[config.mk]
export PLATFORM = sky130hd
export DESIGN_NAME = wb_master_arb_flat
export DESIGN_NICKNAME = d
export VERILOG_FILES = /design/src/rtl/moxie_wb_pkg.sv /design/src/rtl/wb_master_arb_if.sv /design/src/rtl/wb_arb_timer.sv /design/src/rtl/wb_master_arb.sv /design/src/flat_wrapper.sv
export SDC_FILE = /design/constraint.sdc
export NUM_CORES = 1
export LEC_CHECK = 0
export ABC_AREA = 0
export CAP_MARGIN = 40
export CORE_MARGIN = 4
export CORE_UTILIZATION = 23
export CTS_CLUSTER_SIZE = 14
export DETAILED_ROUTE_END_ITERATION = 7
export PLACE_DENSITY_LB_ADDON = 0.08
export SETUP_SLACK_MARGIN = 0.1
export SYNTH_ARGS = -nofsm -noshare
export SYNTH_HDL_FRONTEND = slang
export SYNTH_SLANG_ARGS = --single-unit
[constraint.sdc]
create_clock -name clk_i -period 1.7 [get_ports clk_i]
set_input_delay 0.34 -clock clk_i [delete_from_list [all_inputs] [get_ports clk_i]]
set_output_delay 0.34 -clock clk_i [all_outputs]
set_load 0.01 [all_outputs]
[src/rtl/moxie_wb_pkg.sv]
// Shared Wishbone constants and arbiter state encoding for the moxie SoC bus.
package moxie_wb_pkg;

    localparam int WB_AW = 32;
    localparam int WB_DW = 16;
    localparam int WB_SW = 2;

    localparam logic [WB_DW-1:0] TIMEOUT_DATA = 16'hDEAD;

    typedef enum logic [1:0] {
        ST_IDLE = 2'd0,
        ST_OWN0 = 2'd1,
        ST_OWN1 = 2'd2
    } arb_state_e;

    function automatic logic [1:0] gnt_of(arb_state_e st);
        case (st)
            ST_OWN0: return 2'b01;
            ST_OWN1: return 2'b10;
            default: return 2'b00;
        endcase
    endfunction

endpackage

[src/rtl/wb_master_arb_if.sv]
// Classic Wishbone bus bundle; dat_w flows master->slave, dat_r slave->master.
interface wb_master_arb_if;
    import moxie_wb_pkg::*;

    logic [WB_AW-1:0] adr;
    logic [WB_DW-1:0] dat_w;
    logic [WB_DW-1:0] dat_r;
    logic [WB_SW-1:0] sel;
    logic             we;
    logic             cyc;
    logic             stb;
    logic             ack;

    modport master (output adr, dat_w, sel, we, cyc, stb, input dat_r, ack);
    modport slave  (input adr, dat_w, sel, we, cyc, stb, output dat_r, ack);

endinterface

[src/rtl/wb_arb_timer.sv]
// Counts consecutive stalled strobe cycles and pulses expire_o on the LIMIT-th one.
module wb_arb_timer #(
    parameter int unsigned LIMIT = 255
) (
    input  logic clk_i,
    input  logic rst_i,
    input  logic en_i,
    input  logic clr_i,
    output logic expire_o
);
    localparam int unsigned    CW   = (LIMIT > 0) ? $clog2(LIMIT + 1) : 1;
    localparam logic [CW-1:0] LAST = (LIMIT > 0) ? CW'(LIMIT - 1) : '0;

    logic [CW-1:0] cnt_q, cnt_d;

    // Expiry is decided from the count alone so it never depends on the slave ack.
    assign expire_o = (LIMIT != 0) && en_i && (cnt_q == LAST);
    assign cnt_d    = (!en_i || clr_i || expire_o) ? '0 : cnt_q + CW'(1);

    always_ff @(posedge clk_i) begin
        if (!rst_i) cnt_q <= '0;
        else        cnt_q <= cnt_d;
    end

endmodule

[src/rtl/wb_master_arb.sv]
// Two-master Wishbone arbiter: registered grant, cycle lock, RR/fixed priority, ack timeout.
module wb_master_arb
    import moxie_wb_pkg::*;
#(
    parameter bit               PRIO_M1 = 1'b1,
    parameter int unsigned      TIMEOUT = 255,
    parameter logic [WB_DW-1:0] TO_DATA = TIMEOUT_DATA
) (
    input  logic              clk_i,
    input  logic              rst_i,
    wb_master_arb_if.slave    m0,
    wb_master_arb_if.slave    m1,
    wb_master_arb_if.master   s,
    output logic [1:0]        gnt_o,
    output logic              timeout_o
);
    arb_state_e       state_q, state_d;
    logic [1:0]       gnt_q;
    logic             last_m1_q, last_m1_d;
    logic             late_q;

    logic             own0, own1;
    logic [WB_AW-1:0] mst_adr;
    logic [WB_DW-1:0] mst_dat;
    logic [WB_SW-1:0] mst_sel;
    logic             mst_we, mst_cyc, mst_stb;
    logic             expire, s_stb, ack_ok, resp_ack;
    logic [WB_DW-1:0] resp_dat;

    assign own0 = (state_q == ST_OWN0);
    assign own1 = (state_q == ST_OWN1);

    always_comb begin
        mst_adr = '0;
        mst_dat = '0;
        mst_sel = '0;
        mst_we  = 1'b0;
        mst_cyc = 1'b0;
        mst_stb = 1'b0;
        if (own0) begin
            mst_adr = m0.adr;
            mst_dat = m0.dat_w;
            mst_sel = m0.sel;
            mst_we  = m0.we;
            mst_cyc = m0.cyc;
            mst_stb = m0.stb;
        end else if (own1) begin
            mst_adr = m1.adr;
            mst_dat = m1.dat_w;
            mst_sel = m1.sel;
            mst_we  = m1.we;
            mst_cyc = m1.cyc;
            mst_stb = m1.stb;
        end
    end

    wb_arb_timer #(.LIMIT(TIMEOUT)) u_timer (
        .clk_i    (clk_i),
        .rst_i    (rst_i),
        .en_i     (mst_stb),
        .clr_i    (ack_ok),
        .expire_o (expire)
    );

    // A forced termination kills the strobe; an ack straggling in right after it is dropped.
    assign s_stb    = mst_stb & ~expire;
    assign ack_ok   = s.ack & s_stb & ~late_q;
    assign resp_ack = expire | ack_ok;
    assign resp_dat = expire ? TO_DATA : s.dat_r;

    assign s.adr   = mst_adr;
    assign s.dat_w = mst_dat;
    assign s.sel   = mst_sel;
    assign s.we    = mst_we;
    assign s.cyc   = mst_cyc & ~expire;
    assign s.stb   = s_stb;

    assign m0.ack   = own0 & resp_ack;
    assign m0.dat_r = own0 ? resp_dat : '0;
    assign m1.ack   = own1 & resp_ack;
    assign m1.dat_r = own1 ? resp_dat : '0;

    assign gnt_o     = gnt_q;
    assign timeout_o = expire;

    always_comb begin
        state_d   = state_q;
        last_m1_d = last_m1_q;
        unique case (state_q)
            ST_IDLE: begin
                if (m0.cyc && m1.cyc)
                    state_d = (PRIO_M1 || !last_m1_q) ? ST_OWN1 : ST_OWN0;
                else if (m0.cyc)
                    state_d = ST_OWN0;
                else if (m1.cyc)
                    state_d = ST_OWN1;
            end
            // Release hands straight to a waiting master, no idle bubble.
            ST_OWN0: if (!m0.cyc) begin
                state_d   = m1.cyc ? ST_OWN1 : ST_IDLE;
                last_m1_d = 1'b0;
            end
            ST_OWN1: if (!m1.cyc) begin
                state_d   = m0.cyc ? ST_OWN0 : ST_IDLE;
                last_m1_d = 1'b1;
            end
            default: state_d = ST_IDLE;
        endcase
    end

    always_ff @(posedge clk_i) begin
        if (!rst_i) begin
            state_q   <= ST_IDLE;
            gnt_q     <= 2'b00;
            last_m1_q <= 1'b1;
            late_q    <= 1'b0;
        end else begin
            state_q   <= state_d;
            gnt_q     <= gnt_of(state_d);
            last_m1_q <= last_m1_d;
            late_q    <= expire;
        end
    end

endmodule

[src/flat_wrapper.sv]
// flat-port wrapper written by rule: the top's interface ports become plain ports
module wb_master_arb_flat import moxie_wb_pkg::*;
#(
    parameter bit               PRIO_M1 = 1'b1,
    parameter int unsigned      TIMEOUT = 255,
    parameter logic [WB_DW-1:0] TO_DATA = TIMEOUT_DATA
)
  (clk_i, rst_i, gnt_o, timeout_o, m0_adr, m0_dat_w, m0_sel, m0_we, m0_cyc, m0_stb, m0_dat_r, m0_ack, m1_adr, m1_dat_w, m1_sel, m1_we, m1_cyc, m1_stb, m1_dat_r, m1_ack, s_adr, s_dat_w, s_sel, s_we, s_cyc, s_stb, s_dat_r, s_ack);
  wb_master_arb_if m0_i ();
  wb_master_arb_if m1_i ();
  wb_master_arb_if s_i ();
  input  logic clk_i;
  input  logic rst_i;
  output logic [1:0] gnt_o;
  output logic timeout_o;
  input wire logic [$bits(m0_i.adr)-1:0] m0_adr;
  input wire logic [$bits(m0_i.dat_w)-1:0] m0_dat_w;
  input wire logic [$bits(m0_i.sel)-1:0] m0_sel;
  input wire logic [$bits(m0_i.we)-1:0] m0_we;
  input wire logic [$bits(m0_i.cyc)-1:0] m0_cyc;
  input wire logic [$bits(m0_i.stb)-1:0] m0_stb;
  output wire logic [$bits(m0_i.dat_r)-1:0] m0_dat_r;
  output wire logic [$bits(m0_i.ack)-1:0] m0_ack;
  input wire logic [$bits(m1_i.adr)-1:0] m1_adr;
  input wire logic [$bits(m1_i.dat_w)-1:0] m1_dat_w;
  input wire logic [$bits(m1_i.sel)-1:0] m1_sel;
  input wire logic [$bits(m1_i.we)-1:0] m1_we;
  input wire logic [$bits(m1_i.cyc)-1:0] m1_cyc;
  input wire logic [$bits(m1_i.stb)-1:0] m1_stb;
  output wire logic [$bits(m1_i.dat_r)-1:0] m1_dat_r;
  output wire logic [$bits(m1_i.ack)-1:0] m1_ack;
  output wire logic [$bits(s_i.adr)-1:0] s_adr;
  output wire logic [$bits(s_i.dat_w)-1:0] s_dat_w;
  output wire logic [$bits(s_i.sel)-1:0] s_sel;
  output wire logic [$bits(s_i.we)-1:0] s_we;
  output wire logic [$bits(s_i.cyc)-1:0] s_cyc;
  output wire logic [$bits(s_i.stb)-1:0] s_stb;
  input wire logic [$bits(s_i.dat_r)-1:0] s_dat_r;
  input wire logic [$bits(s_i.ack)-1:0] s_ack;
  assign m0_i.adr = m0_adr;
  assign m0_i.dat_w = m0_dat_w;
  assign m0_i.sel = m0_sel;
  assign m0_i.we = m0_we;
  assign m0_i.cyc = m0_cyc;
  assign m0_i.stb = m0_stb;
  assign m0_dat_r = m0_i.dat_r;
  assign m0_ack = m0_i.ack;
  assign m1_i.adr = m1_adr;
  assign m1_i.dat_w = m1_dat_w;
  assign m1_i.sel = m1_sel;
  assign m1_i.we = m1_we;
  assign m1_i.cyc = m1_cyc;
  assign m1_i.stb = m1_stb;
  assign m1_dat_r = m1_i.dat_r;
  assign m1_ack = m1_i.ack;
  assign s_adr = s_i.adr;
  assign s_dat_w = s_i.dat_w;
  assign s_sel = s_i.sel;
  assign s_we = s_i.we;
  assign s_cyc = s_i.cyc;
  assign s_stb = s_i.stb;
  assign s_i.dat_r = s_dat_r;
  assign s_i.ack = s_ack;
  wb_master_arb #(.PRIO_M1(PRIO_M1), .TIMEOUT(TIMEOUT), .TO_DATA(TO_DATA)) u_core (.clk_i(clk_i), .rst_i(rst_i), .m0(m0_i), .m1(m1_i), .s(s_i), .gnt_o(gnt_o), .timeout_o(timeout_o));
endmodule
# After elaboration in Yosys (flattened, before gate mapping)
# Index checks and enable logic that the tools add are counted.
word_totals:
  register_bits: 13
  input_bits: 125
  elab_cells: 51
op_classes:
  n_eq_ne: 5
  addsub: 1
  muxes: 24
  bitwise_logic: 10
  reduce_logical: 7
ops:
  columns: ["op", "n"]
  rows:
  - ["16-bit 2-to-1 mux", 5]
  - ["32-bit 2-to-1 mux", 2]
  - ["2-bit 2-to-1 mux", 8]
  - ["8-bit by 1-bit adder with 8-bit output (second input constant)", 1]
  - ["8-bit equality test (second input constant)", 1]
  - ["1-bit 2-to-1 mux", 7]
  - ["1-bit bitwise AND", 6]
  - ["2-bit case mux with 3 select lines", 1]
  - ["2-bit by 1-bit equality test with 1-bit output (second input constant)", 2]
  - ["2-bit equality test (second input constant)", 2]
  - ["2-bit case mux with 2 select lines", 1]
  - ["1-bit inverter", 3]
  - ["1-bit logical AND", 2]
  - ["2-bit zero test", 1]
  - ["1-bit logical OR", 2]
  - ["2-bit OR reduction", 1]
  - ["1-bit zero test", 1]
  - ["1-bit bitwise OR", 1]

# Depth between registers and ports, before layout
# Gate-level depths: netlist of the first run.
logic_depth:
  word_depth: 11
  depth_mapped: 6

# Modules after synthesis
# Synthesis of the first run repeated with hierarchy kept, for this count alone.
hier_totals:
  cells_unflattened: 189
  hier_area_um2: 1442.6
by_module_without_submodules:
  columns: ["module", "instances", "cells_each", "seq_area_each_um2", "area_each_um2"]
  rows:
  - ["wb_master_arb", 1, 148, 100.1, 1052.3]
  - ["wb_arb_timer", 1, 41, 160.2, 390.4]

# Least setup slack after synthesis of the first run
# No wires, ideal clock.
synth_path:
  path_kind: "reg2out"
  start: "register u_core.u_timer.cnt_q[0]"
  end: "output m0_dat_r[0]"
  arrival_time_ps: 1249
  slack_ps: 111
  stages_incl_launch_ff: 7
  path_cell_list: "dfxtp_1 -> inv_1 -> ha_1 -> and3_1 -> o211ai_4 -> buf_4 -> a21oi_1"
synth_via:
  elab_chain_len: 4
synth_lines:
  columns: ["element", "line", "rtl"]
  rows:
  - ["from (decl)", "wb_arb_timer.sv:14", "logic [CW-1:0] cnt_q, cnt_d;"]
  - ["from (signal assigned)", "wb_arb_timer.sv:22", "else cnt_q <= cnt_d;"]
  - ["8-bit equality test", "wb_arb_timer.sv:17", "assign expire_o = (LIMIT != 0) && en_i && (cnt_q == LAST);"]
  - ["1-bit logical AND", "wb_arb_timer.sv:17", null]
  - ["16-bit 2-to-1 mux", "wb_master_arb.sv:69", "assign resp_dat = expire ? TO_DATA : s.dat_r;"]
  - ["16-bit 2-to-1 mux", "wb_master_arb.sv:79", "assign m0.dat_r = own0 ? resp_dat : '0;"]
  - ["to (decl)", "flat_wrapper.sv:22", "output wire logic [$bits(m0_i.dat_r)-1:0] m0_dat_r;"]
# No other way between the ends.

# Worst setup path in the final report of the first run
layout_path:
  start: "register u_core.state_q[1]"
  end: "output m0_dat_r[6]"
layout_via:
  elab_chain_len: 6
  elab_cells_between_ends: 7
  cone_classes: "2 x eq/ne; 4 x mux; 1 x reduce/logical"
layout_lines:
  columns: ["element", "line", "rtl"]
  rows:
  - ["from (decl)", "wb_master_arb.sv:17", "arb_state_e state_q, state_d;"]
  - ["from (signal assigned)", "wb_master_arb.sv:118", "state_q <= state_d;"]
  - ["2-bit equality test", "wb_master_arb.sv:31", "assign own1 = (state_q == ST_OWN1);"]
  - ["1-bit 2-to-1 mux", "wb_master_arb.sv:47", "end else if (own1) begin"]
  - ["1-bit 2-to-1 mux", "wb_master_arb.sv:40", "if (own0) begin"]
  - ["1-bit logical AND", "wb_arb_timer.sv:17", null]
  - ["16-bit 2-to-1 mux", "wb_master_arb.sv:69", null]
  - ["16-bit 2-to-1 mux *", "wb_master_arb.sv:79", null]
# Every way passes the cells marked *; elsewhere a longest branch is shown, timed or not.

==> results_dict.tcl, run 1 <==
set metrics [dict create \
    status "finished, violations left" \
    violations "setup timing" \
    crit_path_start "u_core.state_q[1]" \
    cp-end-kind "output port" \
    synth.avg_cell_area_um2 7.67 \
    yosysTopAreaCellShare 0.325 \
    cts_tree "done" \
    syn_inst 179 \
    worst_slack_ns -0.310 \
    yosysTopAreaCell "a22o_1" \
    cts_inserted_buffers 3 \
    routed_wl_um 10400 \
    antenna_left 0 \
    die_w_um 85.3 \
    path_class "reg2out" \
    seqCellArea_um2 268 \
    ctsHoldBuffers 0 \
    post_drt_via_cell_ratio 5.01 \
    grt_pass1_vias 2680 \
    netSwitchingFraction 0.295 \
    hpwl_um 7550 \
    yosysSeqAreaShare 0.190 \
    initialDrtViolationCount 59 \
    gp_congestion 0.817 \
    mostFrequentLayoutCell "clkdlybuf4s50_1" \
    layout_common_cells "clkdlybuf4s50_1 (124), buf_6 (59), buf_2 (53)" \
    min_from "u_core.u_timer.cnt_q[0]" \
    power_mw 1.50 \
    maxCapViolCount 0 \
    insertion_delay_ns 0.24 \
    root_buffer "clkbuf_8" \
    layout-drive-gt1-share 0.453 \
    io-pin-count 215 \
    dr.pass1.iters 4 \
    antenna_cells 0 \
    area_growth_pct 218 \
    netSwitchingPower_mw 0.442 \
    nFillCells 404 \
    die_area_mm2 0.00727 \
    syn_area_mm2 0.00137 \
    pwr-share-comb 0.606 \
    grt_max_degree 23 \
    fp.coreArea_mm2 0.00564 \
    finalHoldViolCount 0 \
    fmaxAchievable_mhz 497 \
    slew_headroom 0.810 \
    seqPwrFrac 0.210 \
    drv_slew 0 \
    pwr-share-clk 0.184 \
    grt-ovfl-total 0 \
    h-tree-depth 1 \
    cts_sinks 13 \
    synth_area_leaders "a22o_1 (33%), dfxtp_1 (19%), a21oi_1 (8.0%)" \
    synth_cell_types 29 \
    multi_input_area_mm2 0.00113 \
    path_max_fanout 5 \
    p_int_mw 1.06 \
    ys_ff_latch 13 \
    yosysWarnings 0 \
    leakagePower_nw 2.03 \
    placed_cell_area_mm2 0.00376 \
    clkTransAtPathRegs_ns 0.06 \
    syn-num-nets 306 \
    initial_core_util 0.243 \
    via_count 2585 \
    rsz0062_at_grt "yes" \
    worst_ep_required_time_ns 1.36 \
    ir_drop_mv 0.200 \
    track_usage 0.246 \
    power.density_mw_per_mm2 343 \
    grt_pass1_wl_um 14100 \
    cts_buffer_depth 2 \
    min_period_ns 2.01 \
    fin_cells 516 \
    dpl.cell_count 473 \
    tightest_slew_ns 0.284 \
    rr_startpoint "u_core.state_q[1]" \
    final_util 0.774 \
    min_period_over_period 1.18 \
    min_path_type "reg2reg" \
    avgRoutedWirePerCell_um 20.1 \
    clock_skew_ns 0.000848 \
    io_buffers 214 \
    fp.dieH_um 85.3 \
    setup_viol 87 \
    antenna_found_initial 0 \
    final_area_mm2 0.00437 \
    startpoint_type "register" \
    nets 572 \
    drc 0 \
    crit_arrival_ns 1.67 \
    rows 27 \
]
[cells in the mapped netlist]
| library cell | n |
|---|---|
| a22o_1 | 51 |
| a21oi_1 | 22 |
| inv_1 | 17 |
| and3_1 | 15 |
| dfxtp_1 | 13 |
| buf_2 | 8 |
| nor3_1 | 7 |
| clkbuf_1 | 6 |
| o21ai_0 | 5 |
| a211oi_1 | 3 |
| nand2_1 | 3 |
| or3_1 | 3 |
| and3b_1 | 2 |
| buf_4 | 2 |
| ha_1 | 2 |
| nand2b_1 | 2 |
| nand3_1 | 2 |
| nand4_1 | 2 |
| nor2_1 | 2 |
| nor2b_1 | 2 |
| xor2_1 | 2 |
| a21boi_2 | 1 |
| a21o_1 | 1 |
| a22oi_1 | 1 |
| and4_2 | 1 |
| buf_6 | 1 |
| o211ai_4 | 1 |
| o2bb2ai_2 | 1 |
| xnor2_1 | 1 |
[worst max-delay path, cell delays in order, from the launching register on]
cell	delay [ns]
dfxtp_2	0.36
and3b_2	0.24
o211ai_4	0.29
buf_6	0.16
buf_6	0.11
and3_4	0.18
buf_6	0.09
[timing repair]
action / 4_1_cts / 5_1_grt
gates cloned: 10 / 7
gates resized for setup: 439 / 43
setup endpoints to repair: 88 / 88
buffers inserted: 17 / 9
pin swaps: 43 / 35
[cell families (layout without fill, tap and decap cells)]
kind of cell / after synthesis / in the layout / synth area share
adders and majority gates: 2 / 2 / 0.0182
buffers and inverters: 34 / 299 / 0.111
DFF: 13 / 13 / 0.190
and+or+nand+nor: 41 / 41 / 0.176
AOI/OAI and AO/OA: 86 / 86 / 0.486
xor gates and xnor gates: 3 / 3 / 0.0191
[state kept, by name (all words and copies together), names as in the netlist]
name and flops:
u_core.u_timer.cnt_q 8, u_core.gnt_o 2, u_core.state_q 2, u_core.late_q 1
[worst paths after layout]
check                                          endpoint  slack [ns]  depth (start not counted)
worst max-delay path                        m0_dat_r[6]       -0.31                          6
worst max register to register            u_core.late_q        0.24                          6
worst min-delay path            u_core.u_timer.cnt_q[0]        0.52                          2
worst min register to register  u_core.u_timer.cnt_q[0]        0.52                          2
[power by group through the flow]
stage | combinational (mW) | clock (mW) | sequential, mW
after detailed placement | 0.797 | 0 | 0.321
after global routing | 0.955 | 0.299 | 0.315
final | 0.907 | 0.275 | 0.315
after floorplan | 0.222 | 0 | 0.322
after CTS | 0.827 | 0.279 | 0.316
after global placement | 0.789 | 0 | 0.321
[per-layer routing]
metal	wire length (um)	share of wire	vias to the layer above	GRT usage
met5	0	0	-	0
met4	445	0.043	0	0.102
met3	839	0.081	30	0.0592
met2	5440	0.53	140	0.468
met1	3620	0.35	1196	0.255
li1	-	-	1219	-
[layout make-up]
type / instances / area share
repair buffers: 278 / 0.634
inverters: 17 / 0.0146
flip-flops and latches: 13 / 0.0613
multi-input cells: 132 / 0.259
well taps: 72 / 0.0206
clock buffers: 4 / 0.0103
[through the flow]
step,setup TNS (ns),hold slack [ns],setup slack (ns)
global route,-18.97,0.556,-0.369
finish,-14.87,0.521,-0.310
floorplan,0,0.457,0.111
CTS,-13.85,0.524,-0.302
detailed placement,-35.28,0.521,-0.729
global placement,-35.19,0.518,-0.697
No activity file was read; power rests on OpenSTA's default activity.
==> run 2, diff against run 1 <==
clock period = 2 ns   (was 1.7 ns; I/O delays follow)
==> results_dict.tcl, run 2 (synthesis results as in run 1) <==
set metrics [dict create \
    fp.coreArea_mm2 0.00564 \
    track_usage 0.243 \
    initialDrtViolationCount 43 \
    grt_use_met3 0.0689 \
    initial_core_util 0.243 \
    cp_top_family "buffers and inverters" \
    critPathMaxStageDelay_ns 0.36 \
    antenna_cells 0 \
    use_met2 0.468 \
    cts_tree "done" \
    avgRoutedWirePerCell_um 19.5 \
    routed_wl_um 9920 \
    rsz0062_at_grt "yes" \
    clock_skew_ns 0.00228 \
    leakagePower_nw 1.99 \
    cts_inserted_buffers 3 \
    ctsHoldBuffers 0 \
    top_usage_layer "met2" \
    path_class "reg2out" \
    insertion_delay_ns 0.25 \
    min_period_over_period 1.04 \
    rows 27 \
    cts_buffer_depth 2 \
    antenna_found_initial 0 \
    status "finished, violations left" \
    min_path_type "reg2reg" \
    hpwl_um 7460 \
    rr_worst_depth 8 \
    grt_pass1_vias 2645 \
    seqCellArea_um2 268 \
    gp_congestion 0.814 \
    hold_ws_ns 0.511 \
    power_mw 1.27 \
    min_period_ns 2.07 \
    die_w_um 85.3 \
    cts_sinks 13 \
    cp-end-kind "output port" \
    mostFrequentLayoutCell "clkdlybuf4s50_1" \
    pwr-share-comb 0.598 \
    maxCapViolCount 0 \
    startpoint_type "register" \
    via_count 2547 \
    worst_slack_ns -0.0722 \
    largest_reg_flops 8 \
    die_area_mm2 0.00727 \
    worst_ep_required_time_ns 1.60 \
    antenna_left 0 \
    critical_path_buf_inv_count 4 \
    met1_usage 0.242 \
    finalHoldViolCount 0 \
    fmaxAchievable_mhz 483 \
    grt_pass1_wl_um 13900 \
    nFillCells 431 \
    grt_max_degree 22 \
    setup_viol 8 \
    multi_input_area_mm2 0.00116 \
    hold_depth 2 \
    h-tree-depth 1 \
    cpMaxStageDelayCell "dfxtp_4" \
    cp.depth 7 \
    root_buffer "clkbuf_8" \
    layout-drive-gt1-share 0.445 \
    ir_drop_mv 0.255 \
    grt-ovfl-total 0 \
    clkTransAtPathRegs_ns 0.06 \
    p_int_mw 0.886 \
    drv_slew 0 \
    io-pin-count 215 \
    io_buffers 214 \
    largest-register "u_core.u_timer.cnt_q" \
    post_drt_via_cell_ratio 4.99 \
    cp_cell_sequence "and3b_2 -> o211ai_4 -> buf_6 -> buf_6 -> buf_6 -> and3_4 -> buf_6" \
    crit_arrival_ns 1.67 \
    layout_common_cells "clkdlybuf4s50_1 (124), a22o_1 (50), buf_2 (50)" \
    nets 566 \
    seqPwrFrac 0.211 \
    violations "setup timing" \
    pwr-share-clk 0.191 \
    tightest_slew_ns 0.272 \
    dr.pass1.iters 5 \
    slew_headroom 0.819 \
    crit_top_cell "buf_6" \
    netSwitchingPower_mw 0.381 \
    area_growth_pct 212 \
    drc 0 \
    power.density_mw_per_mm2 296 \
    netSwitchingFraction 0.301 \
    pre_cts_slack_ns -0.549 \
    fp.dieH_um 85.3 \
    path_max_fanout 8 \
]
run 2: cell count changes in the layout (fill, tap and decap cells not counted), sizes merged:
cell / before / now
buf: 145 / 137
clkbuf: 10 / 13
bufbuf: 1 / 0
clkdlybuf4s15: 0 / 1
dlygate4sd2: 2 / 1
run 2: layer usage:
| layer | routed length, um | vias up |
|---|---|---|
| met4 | 366 | 0 |
| met1 | 3410 | 1171 |
| met5 | 0 | - |
| met3 | 775 | 27 |
| met2 | 5380 | 138 |
| li1 | - | 1211 |
run 2: through the flow:
| step | setup TNS (ns) | cell area, um^2 | utilization | std cells |
|---|---|---|---|---|
| 2_1_floorplan | 0 | 1370 | - | 179 |
| 3_3_place_gp | -17.63 | 3770 | 0.668 | 475 |
| 3_5_place_dp | -18.10 | 3770 | 0.668 | 475 |
| 5_1_grt | -2.43 | 4280 | 0.759 | 510 |
| 6_report | -0.324 | 4280 | 0.759 | 510 |
| 4_1_cts | -0.968 | 4060 | 0.719 | 503 |
run 2: power by group through the flow:
stage | clock network [mW] | registers (mW) | logic, mW
floorplan | 0 | 0.274 | 0.188
global placement | 0 | 0.273 | 0.674
detailed placement | 0 | 0.273 | 0.677
CTS | 0.246 | 0.268 | 0.690
global route | 0.264 | 0.268 | 0.799
finish | 0.243 | 0.268 | 0.757
run 2: tightest hold or removal path: stages, from the launching register on:
cell and delay [ns]:
dfxtp_1 0.32, o21ai_0 0.08, a211oi_1 0.07
run 2: area by class of cell:
| class | count | area share |
|---|---|---|
| Sequential cell | 13 | 0.0625 |
| Clock buffer | 4 | 0.0105 |
| Multi-Input combinational cell | 132 | 0.271 |
| Timing Repair Buffer | 272 | 0.620 |
| Inverter | 17 | 0.0149 |
| Tap cell | 72 | 0.0210 |
run 2: what timing repair did:
item,CTS,global route
gates resized for setup,396,71
gates cloned,8,3
setup endpoints to repair,88,79
endpoints found under the hold margin,0,0
pin swaps,31,32
setup buffers,17,6
run 2: path summary, 6_finish.rpt:
kind | slack (ns) | to | startpoint
worst max register to register | 0.50 | u_core.u_timer.cnt_q[6] | u_core.u_timer.cnt_q[0]
worst max-delay path | -0.07 | m0_dat_r[13] | u_core.state_q[0]
worst min-delay path | 0.51 | u_core.u_timer.cnt_q[7] | u_core.u_timer.cnt_q[7]
worst min register to register | 0.51 | u_core.u_timer.cnt_q[7] | u_core.u_timer.cnt_q[7]
